===== src/rtl/mips_mem_pkg.sv =====
// Shared widths and response-owner encoding for the data-memory arbiter slice.
package mips_mem_pkg;
  localparam int DW       = 32;
  localparam int AW       = 32;
  localparam int STARVE_W = 4;

  typedef enum logic [1:0] {
    RESP_NONE = 2'd0,
    RESP_C    = 2'd1,
    RESP_D    = 2'd2
  } resp_owner_t;
endpackage


===== src/rtl/dmem_starve_ctr.sv =====
// Saturating wait counter for the debug port; raises force_d once D has waited
// STARVE_MAX consecutive CPU wins.
module dmem_starve_ctr
  import mips_mem_pkg::STARVE_W;
#(
  parameter int STARVE_MAX = 4
) (
  input  logic                clk,
  input  logic                reset,
  input  logic                clr,
  input  logic                inc,
  output logic [STARVE_W-1:0] cnt,
  output logic                force_d
);
  localparam logic [STARVE_W-1:0] MAX_V = STARVE_W'(STARVE_MAX);
  localparam logic [STARVE_W-1:0] SAT_V = {STARVE_W{1'b1}};

  always_ff @(posedge clk) begin
    if (reset) begin
      cnt <= '0;
    end else if (clr) begin
      cnt <= '0;
    end else if (inc && (cnt != SAT_V)) begin
      cnt <= cnt + 1'b1;
    end
  end

  assign force_d = (cnt >= MAX_V);
endmodule


===== src/rtl/dmem_arbiter.sv =====
// Two-requester arbiter in front of the single-ported data memory: CPU (C) has
// priority, debug/DMA (D) is guaranteed progress; loads return one cycle later.
//
// resp_owner | meaning
// NONE       | no load response this cycle
// C          | c_rdata holds last cycle's CPU load, c_rvalid high
// D          | d_rdata holds last cycle's debug load, d_rvalid high
module dmem_arbiter
  import mips_mem_pkg::resp_owner_t;
  import mips_mem_pkg::RESP_NONE;
  import mips_mem_pkg::RESP_C;
  import mips_mem_pkg::RESP_D;
  import mips_mem_pkg::STARVE_W;
#(
  parameter int DW         = mips_mem_pkg::DW,
  parameter int AW         = mips_mem_pkg::AW,
  parameter int STARVE_MAX = 4
) (
  input  logic                clk,
  input  logic                reset,
  input  logic                c_req,
  input  logic                c_we,
  input  logic [AW-1:0]       c_addr,
  input  logic [DW-1:0]       c_wdata,
  output logic                c_gnt,
  output logic                c_rvalid,
  output logic [DW-1:0]       c_rdata,
  input  logic                d_req,
  input  logic                d_we,
  input  logic [AW-1:0]       d_addr,
  input  logic [DW-1:0]       d_wdata,
  output logic                d_gnt,
  output logic                d_rvalid,
  output logic [DW-1:0]       d_rdata,
  output logic                mem_we,
  output logic [AW-1:0]       mem_a,
  output logic [DW-1:0]       mem_wd,
  input  logic [DW-1:0]       mem_rd,
  output logic [STARVE_W-1:0] starve_cnt
);
  logic        force_d;
  resp_owner_t owner_q;
  resp_owner_t owner_d;

  // Grants are suppressed during reset so no store can slip through.
  assign d_gnt = ~reset & d_req & (~c_req | force_d);
  assign c_gnt = ~reset & c_req & ~d_gnt;

  dmem_starve_ctr #(
    .STARVE_MAX (STARVE_MAX)
  ) u_starve (
    .clk     (clk),
    .reset   (reset),
    .clr     (d_gnt | ~d_req),
    .inc     (d_req & c_gnt),
    .cnt     (starve_cnt),
    .force_d (force_d)
  );

  // Misaligned stores still take their grant but never reach the memory.
  always_comb begin
    mem_we = 1'b0;
    mem_a  = '0;
    mem_wd = '0;
    if (d_gnt) begin
      mem_we = d_we & (d_addr[1:0] == 2'b00);
      mem_a  = d_addr;
      mem_wd = d_wdata;
    end else if (c_gnt) begin
      mem_we = c_we & (c_addr[1:0] == 2'b00);
      mem_a  = c_addr;
      mem_wd = c_wdata;
    end
  end

  always_ff @(posedge clk) begin
    if (reset) begin
      owner_q <= RESP_NONE;
    end else begin
      owner_q <= owner_d;
    end
  end

  always_comb begin
    owner_d = RESP_NONE;
    if (c_gnt && !c_we) begin
      owner_d = RESP_C;
    end else if (d_gnt && !d_we) begin
      owner_d = RESP_D;
    end
  end

  always_comb begin
    c_rvalid = (owner_q == RESP_C);
    d_rvalid = (owner_q == RESP_D);
  end

  // Only the owner of the load captures; the other requester's data holds.
  always_ff @(posedge clk) begin
    if (reset) begin
      c_rdata <= '0;
      d_rdata <= '0;
    end else begin
      if (owner_d == RESP_C) c_rdata <= mem_rd;
      if (owner_d == RESP_D) d_rdata <= mem_rd;
    end
  end
endmodule

===== config.mk =====
export PLATFORM = sky130hd
export DESIGN_NAME = dmem_arbiter
export DESIGN_NICKNAME = d
export VERILOG_FILES = /design/src/rtl/mips_mem_pkg.sv /design/src/rtl/dmem_starve_ctr.sv /design/src/rtl/dmem_arbiter.sv
export SDC_FILE = /design/constraint.sdc
export NUM_CORES = 1
export LEC_CHECK = 0
export ABC_AREA = 1
export BUFFER_PORTS_ARGS = -buffer_cell sky130_fd_sc_hd__buf_4
export CORE_AREA = 2 2 117 119
export DETAILED_ROUTE_END_ITERATION = 10
export DIE_AREA = 0 0 119 121
export SLEW_MARGIN = 5
export SYNTH_ARGS = -nofsm -noshare
export SYNTH_HDL_FRONTEND = slang
export SYNTH_SLANG_ARGS = --single-unit
export TNS_END_PERCENT = 100

===== constraint.sdc =====
create_clock -name clk -period 3.8 [get_ports clk]
set_clock_uncertainty 0.1 [all_clocks]
set_input_delay 0.57 -clock clk [delete_from_list [all_inputs] [get_ports clk]]
set_output_delay 0.57 -clock clk [all_outputs]
set_load 0.03 [all_outputs]

# Word-level counts from Yosys, hierarchy flattened
# Cells that the tools add are included.
[totals] in_bits=166 register_bits=70 out_inout_bits=137 wordCells=40
[op_classes] mux=8 n_eq_ne=5 n_lt_le_gt_ge=1 reduce_logical=8 bitwise_logic=13 add_sub_neg=1
[ops] operator="$mux W32" n=4
[ops] operator="$and A1 B1 Y1" n=7
[ops] operator="$add A4 B1 Y4 const B" n=1
[ops] operator="$eq A2 B1 Y1 const B" n=2
[ops] operator="$eq A2 B2 Y1 const B" n=2
[ops] operator="$ge A4 B3 Y1 const B" n=1
[ops] operator="$logic_not A2 Y1" n=2
[ops] operator="$mux W2" n=2
[ops] operator="$ne A4 B4 Y1 const B" n=1
[ops] operator="$not A1 Y1" n=4
[ops] operator="$logic_and A1 B1 Y1" n=3
[ops] operator="$logic_not A1 Y1" n=2
[ops] operator="$mux W1" n=2
[ops] operator="$or A1 B1 Y1" n=2
[ops] operator="$reduce_or A2 Y1" n=1

# Longest topological paths before layout
[depth] ltp_word=8 depth_mapped=8 depth_no_buf=7

# By module
# A second synthesis with hierarchy kept.
[hier_totals] cells_unflattened=740 hier_area_um2=4120.2
[modules_own_cells] module="dmem_arbiter" cells_per_inst=708 seq_area_each_um2=1321.3 instances=1 area_each_um2=3896.2
[modules_own_cells] module="dmem_starve_ctr" cells_per_inst=32 seq_area_each_um2=80.1 instances=1 area_each_um2=224.0

# Worst setup path before layout
# No wires, ideal clock.
[synth_path] path_type="input-to-output" from="in reset" to="out mem_a[1]" path_stages=4 arrival_ns=1.639 t_required_ns=3.130 path_buffers=1 setup_slack_ns=1.491 cell_sequence="buf_6 -> nor2_4 -> nand2_2 -> o21ai_0"
[synth_between] elab_chain_len=7 word_cells_on_any_way=8 cone_classes="mux: 2; bitwise: 6"
[synth_lines] element="start, declared" line="dmem_arbiter.sv:20" rtl="input logic reset,"
[synth_lines] element="$not A1 Y1 (*)" line="dmem_arbiter.sv:46, dmem_arbiter.sv:47"
[synth_lines] element="$and A1 B1 Y1 (2 in series)" line="dmem_arbiter.sv:46" rtl="assign d_gnt = ~reset & d_req & (~c_req | force_d);"
[synth_lines] element="$not A1 Y1" line="dmem_arbiter.sv:47" rtl="assign c_gnt = ~reset & c_req & ~d_gnt;"
[synth_lines] element="$and A1 B1 Y1" line="dmem_arbiter.sv:47"
[synth_lines] element="$mux W32" line="dmem_arbiter.sv:69" rtl="end else if (c_gnt) begin"
[synth_lines] element="$mux W32 (*)" line="dmem_arbiter.sv:65" rtl="if (d_gnt) begin"
[synth_lines] element="end, declared" line="dmem_arbiter.sv:36" rtl="output logic [AW-1:0] mem_a,"
# Every way passes the cells marked *; elsewhere a longest branch is shown, timed or not.

# Worst setup path in the final report
[layout_path] from="reg u_starve.cnt[2]" to="out mem_wd[5]"
[layout_between] elab_chain_len=7
[layout_lines] element="start, declared" line="dmem_starve_ctr.sv:12" rtl="output logic [STARVE_W-1:0] cnt,"
[layout_lines] element="start signal, assigned" line="dmem_starve_ctr.sv:24" rtl="cnt <= cnt + 1'b1;"
[layout_lines] element="$ge A4 B3 Y1 (*)" line="dmem_starve_ctr.sv:28" rtl="assign force_d = (cnt >= MAX_V);"
[layout_lines] element="$or A1 B1 Y1 (*)" line="dmem_arbiter.sv:46"
[layout_lines] element="$and A1 B1 Y1 (*)" line="dmem_arbiter.sv:46"
[layout_lines] element="$not A1 Y1" line="dmem_arbiter.sv:47"
[layout_lines] element="$and A1 B1 Y1" line="dmem_arbiter.sv:47"
[layout_lines] element="$mux W32" line="dmem_arbiter.sv:69"
[layout_lines] element="$mux W32 (*)" line="dmem_arbiter.sv:65"
[layout_lines] element="end, declared" line="dmem_arbiter.sv:37" rtl="output logic [DW-1:0] mem_wd,"
# Marked as above.

==> impl_results.md <==
* TNS Setup at 0 ns
* H-Tree Depth at 3
* Pint at 1590 uW
* First-pass GRT wire length at 26900 um
* Clock root cell: clkbuf_16
* P per Cell Area at 354 nW/um^2
* Clock share of power at 38.4%
* Fin. max-slew vios at 0
* Combinational power share at 27.8%
* Final setup fails at 0
* Max frequency at 0.338 GHz
* Clk sink count at 70
* Io pins at 303
* Area leader, netlist: dfxtp_1
* VDD IR-drop max at 0.231 mV
* Worst-path clk slew at 0.06 ns
* Final Hold Viols at 0
* Height of the chip at approximately 120 um
* Initial DRC count at 314
* Effective utilization at floorplan at 29.5%
* RSZ-0062 raised after global routing: no
* Max-cap violations at 0
* Critical path class: flop to primary output
* Type of origin of the critical path: flop
* Crit-path max FO at 35
* Inst Count DP at between 1000 and 1500
* Worst R2R Path Depth at 6
* Switch Pwr at 709 uW
* Gr ovfl total at 0
* Commonest cells after routing, fill and taps aside: nand2_1 (319), buf_4 (306), inv_1 (99)
* Vias in the first global route at 4499
* Post_cts resized at 0
* Most area-consuming cells after synthesis: dfxtp_1 (36%), nand2_1 (31%), inv_1 (9.6%), nand4_1 (5.2%), a21oi_1 (4.2%)
* Largest net degree at the start of global routing at 53
* Post-synthesis sequential area ratio at 36.3%
* Detailed Routing Iterations Pass 1 at 4
* Synth Instances at 654
* Worst hold path type: flop to flop
* Top cell type's share of synthesized area at 36.3%
* Clk_lat worst skew at 0.32 ns
* Detailed-route DRC error count at 0
* Pwr Total at 2300 uW
* Tcrit/Tclk final at 77.9%
* Syn_nets at 821
* Postcts setup bufs at 0
* Die W at 119 um
* Seq. cell area at 1400 sq um
* Sequential power share at 33.8%
* CTS Buf Count at 9
* CP arrival at 2.29 ns
* Number of diodes at 0
* Die ar. at 14400 sq um
* Wire per inst at about 17 um
* Total leakage power at ~0.0037 uW
* Multi-input logic area at 1820 sq um
* Sw Share at 30.8%
* Detailed Route WL at 18500 um
* Max-Slew Margin vs Limit at 30.4%
* Layout Nets at 1102
* Flops & latches, synth at 70
* Status: complete, no violations
* Max Buffers Root-to-Sink at 2
* Routability congestion estimate at 0.938
* Final ANT Viol Nets at 0
* Port-buffer cells at 302
* Req. time, crit path at 3.13 ns
* Area growth, synth to finish at 68.6%
* Post-DR vias/cell at 4.35
* Yosys Warn Count at 0
* Fin crit period at 2.96 ns
* Total core area at 13100 sq um
* Site Rows at 42
* Hold-fix buffer count after cts at 0
* Finished Layout Cells at 1115
* Fillers at 1368
* Worst hold path cell count at 1
* Most common cell after layout, fill and taps aside: nand2_1
* Avg Cell Area, Syn at about 5.9 sq um
* Least-Margin Pin Slew at 1.04 ns
* Gr usage total at 24.9%
* Vias at 4849
* Final core occ at 49.7%
* DP HPWL at between 10000 and 15000 um
* CTS tree: yes
* Share of cells above drive strength 1 at 36.3%
* Crit. End Element: primary output
* Initial antenna violation count at 0
* Synthesized area at between 3000 and 4000 sq um
* Synth cell types at 23
## worst paths after layout
path         slack (ns)       startpoint              end
max                0.84  u_starve.cnt[2]        mem_wd[5]
min                0.36  u_starve.cnt[0]  u_starve.cnt[0]
max reg2reg        1.54  u_starve.cnt[2]      d_rdata[12]
min reg2reg        0.36  u_starve.cnt[0]  u_starve.cnt[0]
## power by group through the flow
stage / logic (uW) / clock network, uW / registers [uW]
2_1_floorplan: 269 / 0 / 848
3_3_place_gp: 641 / 0 / 793
3_5_place_dp: 640 / 0 / 793
4_1_cts: 643 / 907 / 777
5_1_grt: 683 / 939 / 781
6_report: 641 / 884 / 777
## kinds of logic after synthesis
kind of cell	after synthesis	share of synthesized area (%)
adders and majority gates	1	0.324
DFF	70	36.3
buffers and inverters	149	16.6
AOI/OAI and AO/OA	35	4.61
and+or+nand+nor	398	42.1
other	1	0.0972
## stage by stage
| stage | worst slack, ns | hold slack (ns) | cell area [sq um] |
|---|---|---|---|
| finish | 0.841 | 0.360 | 6500 |
| detailed placement | 0.898 | 0.347 | 6190 |
| global placement | 0.914 | 0.340 | 6190 |
| floorplan | 1.49 | 0.453 | 3860 |
| global route | 0.662 | 0.379 | 6500 |
| CTS | 0.842 | 0.359 | 6500 |
## layout make-up
class	instances	share of cell area, %
sequential	70	21.5
clock inverter	6	1.33
tap	176	3.39
inverter	111	6.42
timing repair buffer	308	35.9
clock buffer	9	3.46
multi-input combinational	435	27.9
## per-layer routing
layer | track usage [%] | routed length (um) | up-vias
met2 | 39.5 | 8320 | 211
met5 | 0 | 0 | -
li1 | - | - | 2491
met1 | 32.4 | 8170 | 2133
met3 | 8.65 | 1780 | 14
met4 | 5.95 | 222 | 0
## Yosys cell counts
master / instances
inv_1: 99
nor2_4: 1
buf_2: 18
nand3_2: 2
ha_1: 1
nand4_1: 32
nor2_1: 39
conb_1: 1
nor3_1: 1
nand2_2: 1
dfxtp_1: 70
clkbuf_1: 9
a21oi_1: 32
nand2_1: 319
o21a_1: 1
clkinv_2: 1
nor2_8: 1
nand2_4: 1
inv_2: 11
buf_6: 4
o21ai_0: 2
nand3_1: 1
buf_4: 7
## state kept, by name (all words and copies together) (netlist names)
signal and cells:
c_rdata 32, owner_q 2, u_starve.cnt 4, d_rdata 32
## critical path, cell delays in order, from the launching register on
cell     delay, ns
dfxtp_1       0.33
nor2_1        0.11
nand2_1       0.12
nand2_4       0.34
nand2_2       0.13
inv_2         0.19
buf_4         0.29
nand2_1       0.08
nand2_1       0.16
buf_4         0.19
No activity file was read; power rests on OpenSTA's default activity.
